===== src/rtl/alarm_set_reg.sv =====
// Alarm time register (BCD HH:MM) with two-button editing and a ring FSM.
// Optional snooze behaviour is enabled by defining ALARM_SNOOZE_EN.
module alarm_set_reg #(
  parameter int RING_SECS   = 60,
  parameter int SNOOZE_SECS = 300
) (
  input  logic       clk,
  input  logic       reset,
  input  logic       tick_1hz,
  input  logic       set_mode,
  input  logic       alarm_en,
  input  logic       btn_hour,
  input  logic       btn_min,
  input  logic [3:0] t_hr_t,
  input  logic [3:0] t_hr_u,
  input  logic [3:0] t_mn_t,
  input  logic [3:0] t_mn_u,
  output logic [3:0] a_hr_t,
  output logic [3:0] a_hr_u,
  output logic [3:0] a_mn_t,
  output logic [3:0] a_mn_u,
  output logic       ring
);

  localparam int MAX_SECS = (RING_SECS > SNOOZE_SECS) ? RING_SECS : SNOOZE_SECS;
  localparam int CNT_W    = $clog2(MAX_SECS + 1);
  localparam logic [CNT_W-1:0] RING_LD   = CNT_W'(RING_SECS);
  localparam logic [CNT_W-1:0] SNOOZE_LD = CNT_W'(SNOOZE_SECS);
  localparam logic [CNT_W-1:0] CNT_ONE   = CNT_W'(1);
  localparam logic [CNT_W-1:0] CNT_ZERO  = '0;

  typedef enum logic [1:0] {IDLE, RINGING, SNOOZE} state_t;

  // Bit 1 = hour button, bit 0 = minute button.
  logic [1:0] btn_s1_q, btn_s2_q, btn_prev_q;
  logic [1:0] btn_edge;

  logic [3:0] hr_t_q, hr_u_q, mn_t_q, mn_u_q;
  logic [3:0] hr_t_d, hr_u_d, mn_t_d, mn_u_d;

  logic       match_q, match_prev_q;
  logic       fire;

  state_t           state_q, state_d;
  logic [CNT_W-1:0] cnt_q, cnt_d;
  logic             ring_q, ring_d;

  always_ff @(posedge clk or posedge reset) begin
    if (reset) begin
      btn_s1_q   <= '0;
      btn_s2_q   <= '0;
      btn_prev_q <= '0;
    end else begin
      btn_s1_q   <= {btn_hour, btn_min};
      btn_s2_q   <= btn_s1_q;
      btn_prev_q <= btn_s2_q;
    end
  end

  assign btn_edge = btn_s2_q & ~btn_prev_q;

  always_comb begin
    hr_t_d = hr_t_q;
    hr_u_d = hr_u_q;
    mn_t_d = mn_t_q;
    mn_u_d = mn_u_q;
    if (set_mode && btn_edge[1]) begin
      if (hr_t_q == 4'd2 && hr_u_q == 4'd3) begin
        hr_t_d = 4'd0;
        hr_u_d = 4'd0;
      end else if (hr_u_q == 4'd9) begin
        hr_t_d = hr_t_q + 4'd1;
        hr_u_d = 4'd0;
      end else begin
        hr_u_d = hr_u_q + 4'd1;
      end
    end
    // Minutes wrap on their own; no carry into the hour field.
    if (set_mode && btn_edge[0]) begin
      if (mn_u_q == 4'd9) begin
        mn_u_d = 4'd0;
        mn_t_d = (mn_t_q == 4'd5) ? 4'd0 : mn_t_q + 4'd1;
      end else begin
        mn_u_d = mn_u_q + 4'd1;
      end
    end
  end

  always_ff @(posedge clk or posedge reset) begin
    if (reset) begin
      hr_t_q <= 4'd0;
      hr_u_q <= 4'd7;
      mn_t_q <= 4'd0;
      mn_u_q <= 4'd0;
    end else begin
      hr_t_q <= hr_t_d;
      hr_u_q <= hr_u_d;
      mn_t_q <= mn_t_d;
      mn_u_q <= mn_u_d;
    end
  end

  always_ff @(posedge clk or posedge reset) begin
    if (reset) begin
      match_q      <= 1'b0;
      match_prev_q <= 1'b0;
    end else begin
      match_q      <= (t_hr_t == hr_t_q) && (t_hr_u == hr_u_q) &&
                      (t_mn_t == mn_t_q) && (t_mn_u == mn_u_q);
      match_prev_q <= match_q;
    end
  end

  // Edge-triggered so an alarm edited onto the current time stays silent.
  assign fire = match_q && !match_prev_q && alarm_en && !set_mode;

  always_ff @(posedge clk or posedge reset) begin
    if (reset) begin
      state_q <= IDLE;
      cnt_q   <= CNT_ZERO;
      ring_q  <= 1'b0;
    end else begin
      state_q <= state_d;
      cnt_q   <= cnt_d;
      ring_q  <= ring_d;
    end
  end

  always_comb begin
    state_d = state_q;
    cnt_d   = cnt_q;
    case (state_q)
      IDLE: begin
        if (fire) begin
          state_d = RINGING;
          cnt_d   = RING_LD;
        end
      end
      RINGING: begin
        if (!alarm_en || set_mode) begin
          state_d = IDLE;
          cnt_d   = CNT_ZERO;
`ifdef ALARM_SNOOZE_EN
        end else if (|btn_edge) begin
          state_d = SNOOZE;
          cnt_d   = SNOOZE_LD;
`else
        end else if (|btn_edge) begin
          state_d = IDLE;
          cnt_d   = CNT_ZERO;
`endif
        end else if (tick_1hz) begin
          cnt_d = cnt_q - CNT_ONE;
          if (cnt_q <= CNT_ONE) begin
            state_d = IDLE;
            cnt_d   = CNT_ZERO;
          end
        end
      end
`ifdef ALARM_SNOOZE_EN
      SNOOZE: begin
        if (!alarm_en || set_mode) begin
          state_d = IDLE;
          cnt_d   = CNT_ZERO;
        end else if (tick_1hz) begin
          cnt_d = cnt_q - CNT_ONE;
          if (cnt_q <= CNT_ONE) begin
            state_d = RINGING;
            cnt_d   = RING_LD;
          end
        end
      end
`endif
      default: begin
        state_d = IDLE;
        cnt_d   = CNT_ZERO;
      end
    endcase
  end

  always_comb begin
    ring_d = (state_d == RINGING);
  end

  assign a_hr_t = hr_t_q;
  assign a_hr_u = hr_u_q;
  assign a_mn_t = mn_t_q;
  assign a_mn_u = mn_u_q;
  assign ring   = ring_q;

endmodule

===== config.mk =====
export PLATFORM = sky130hd
export DESIGN_NAME = alarm_set_reg
export DESIGN_NICKNAME = d
export VERILOG_FILES = /design/src/rtl/alarm_set_reg.sv
export SDC_FILE = /design/constraint.sdc
export NUM_CORES = 1
export LEC_CHECK = 0
export ABC_AREA = 1
export CAP_MARGIN = 20
export CORE_MARGIN = 3
export CORE_UTILIZATION = 37
export DETAILED_ROUTE_END_ITERATION = 16
export DONT_BUFFER_PORTS = 1
export PLACE_DENSITY = 0.55
export SETUP_SLACK_MARGIN = 0.15
export SYNTH_ARGS = -nofsm -noshare
export SYNTH_HDL_FRONTEND = slang
export SYNTH_SLANG_ARGS = --single-unit

===== constraint.sdc =====
create_clock -name clk -period 1.7 [get_ports clk]
set_clock_uncertainty 0.1 [all_clocks]
set_input_delay 0.255 -clock clk [delete_from_list [all_inputs] [get_ports clk]]
set_output_delay 0.255 -clock clk [all_outputs]
set_load 0.02 [all_outputs]

==> flow_summary.toml <==
[status]
run_status = "completed"

[routing]
drt_first_iter_violations = 58
firstDrtPassIters = 4
drt_wl_total_mm = 4.19
wl_per_cell_um = 11.9
drtAntennaViolNets = 0
vias_per_cell = 4.65
vias = 1637
drcViolationCount = 0

[clock_tree]
root_buffer = "clkbuf_8"
htree_levels = 2
clock_latency_ns = 0.29
cts.sinks = 36
cts_tree = "done"
clkTransAtPathRegs_ns = 0.07
numCtsBuffers = 5
clockBufferDepth = 2

[worst_setup_path]
crit_arrival_ns = 1.62
required_ns = 1.80
r2r-end = "a_hr_t[1]"
crit_path_start_kind = "register"
critPathKind = "register to register"
rr_startpoint = "a_hr_u[0]"
rr_worst_depth = 7
ff2ff_setup_slack_ns = 0.18
critPathMaxFanout = 6
crit_path_end_kind = "register"

[floorplan]
fp.dieW_um = 80.4
die_height_um = 80.4
ios = 40
start_util_pct = 39.1
die_area_sq_mm = 0.00647
num_rows = 26
core_area_sq_mm = 0.00524

[layout]
stdcell_area_sq_mm = 0.00248
fill_cells = 514
nets = 310
n_antenna_cell = 0
drive_gt1_share_pct = 22.0
area_growth_pct = 20.8

[timing]
max_freq_ghz = 0.658
tns_ns = 0
final-hold-violation-count = 0
setup_violations = 0
fin_ws_ns = 0.181
period_needed_ns = 1.52
rsz0062_at_grt = "true"
slew_violations = 0
fin_crit_sh_pct = 89.4

[min_path]
hp-class = "primary input to register"
hold_start = "t_hr_u[0]"
holdPathEnd = "match_q"
min_path_cells = 3

[power]
power_w = 0.00302
p_comb_share_pct = 37.4
sw_frac_of_total_pct = 39.3
seqPwrFrac_pct = 42.4
p_int_w = 0.00183
max-vdd-ir-drop_mv = 0.657
p_switching_w = 0.00119
power_leakage_nw = 1.22
power_density_mw_per_mm2 = 1220
p_clk_share_pct = 20.2

[placed_design]
pre_cts_ws_ns = 0.105
finalWeightedCongestion = 0.809
place_area_sq_mm = 0.00225
io_buffers = 0
hpwl_mm = 3.09

[grt]
grt_use_total_pct = 14.3
grt_pass1_wl_mm = 7.08
antenna_found_initial = 0
grt-ovfl-total = 0
grt_max_degree = 37
grt_pass1_vias = 1503

[synth]
syn_avg_cell_area_sq_um = 8.20
synth.yosys.seq_area_share_pct = 44.1
synthDistinctLibCells = 30
ys_seq_elements = 36
synthCells = 250
synth.cell_area_sq_mm = 0.00205
ys.warnings.count = 0
synth_fp_nets = 279

[run]
cap_viol_max_count = 0
[stage by stage]
step           std cells  utilization, %  hold WS (ns)
3_5_place_dp         333            42.9         0.187
2_1_floorplan        250               -         0.186
6_report             352            47.3        0.0764
5_1_grt              352            47.3        0.0839
3_3_place_gp         333            42.9         0.186
4_1_cts              345            45.3        0.0628
[cell type report]
type	instances	area (sq um)	area share, %
inverter	36	145	5.86
timing repair buffer	25	195	7.88
tap	70	87.6	3.54
clock inverter	3	18.8	0.758
sequential	36	907	36.6
clock buffer	5	68.8	2.78
multi-input combinational	177	1050	42.5
[synthesized netlist by cell type, drive strengths merged]
| library cell | instances | area share [%] |
|---|---|---|
| nand2 | 61 | 13 |
| inv | 36 | 7.0 |
| nor2 | 35 | 7.8 |
| dfrtp | 33 | 40 |
| nand3 | 20 | 4.9 |
| xnor2 | 14 | 6.0 |
| xor2 | 11 | 4.7 |
| o21ai | 9 | 2.2 |
| ha | 6 | 3.7 |
| nand4 | 6 | 1.8 |
| a21oi | 5 | 1.2 |
| dfstp | 3 | 3.8 |
| nor3 | 2 | 0.49 |
| o311ai | 2 | 0.85 |
| a21boi | 1 | 0.37 |
| buf | 1 | 0.55 |
| conb | 1 | 0.18 |
| nand3b | 1 | 0.37 |
| o22ai | 1 | 0.31 |
| o31ai | 1 | 0.37 |
| or2 | 1 | 0.31 |
[cells by family after synthesis]
family	count (synthesis)	share of synthesized area [%]
adders and majority gates	6	3.66
AOI/OAI and AO/OA	19	5.31
other	1	0.183
buffers and inverters	37	7.51
xor gates and xnor gates	25	10.7
DFF	36	44.1
and+or+nand+nor	126	28.5
[how the worst max path moves through the flow]
stage	startpoint	end	slack [ns]	cells past startpoint
3_3_place_gp	a_hr_u[0]	a_hr_t[1]	0.13	7
4_1_cts	a_hr_u[2]	a_hr_t[1]	0.16	7
5_1_grt	cnt_q[2]	ring	0.06	6
2_1_floorplan	a_hr_u[0]	a_hr_t[1]	0.17	7
6_report	a_hr_u[0]	a_hr_t[1]	0.18	7
3_5_place_dp	a_hr_u[0]	a_hr_t[1]	0.11	7
[what timing repair did]
action	CTS	global route
gates resized for setup	1	18
pin swaps	1	6
setup buffers	1	7
setup endpoints to repair	2	17
hold buffers	3	0
hold endpoints to repair	35	0
[layer usage]
metal,wire (um),GRT usage [%]
met3,199,4.04
met2,1940,21.9
met1,1980,19.1
met5,0,0
met4,71,5.57
[sequential cells by signal, indices dropped and copies added (netlist names)]
signal / flops
ring: 1
a_hr_u: 4
cnt_q: 9
btn_s2_q: 2
a_hr_t: 4
match_prev_q: 1
match_q: 1
btn_prev_q: 2
btn_s1_q: 2
a_mn_u: 4
state_q: 2
a_mn_t: 4
[power groups by stage]
stage	clock (W)	sequential [W]	combinational (W)
2_1_floorplan	0	0.00145	0.000545
3_3_place_gp	0	0.00130	0.00104
3_5_place_dp	0	0.00129	0.00105
4_1_cts	0.000633	0.00128	0.00108
5_1_grt	0.000683	0.00131	0.00128
6_report	0.000610	0.00128	0.00113
[placed cells by master (no fill, tap or decap), types with 6 or more instances in the layout]
master    n
nor2_2   10
o21ai_0   6
nand4_1   6
buf_4    22
nor2_1   21
dfrtp_1  31
xnor2_1  14
xor2_1   11
inv_1    32
nand2_1  55
nand3_1  20
[worst max-delay path: stages, from the launching register on]
cell and delay, ns:
dfstp_2 0.59, ha_4 0.14, nand4_1 0.14, nand2_2 0.12, nand2_4 0.07, inv_4 0.08
nand3b_1 0.09, o21ai_0 0.10
Note: power is estimated with default switching activity, not from simulation.
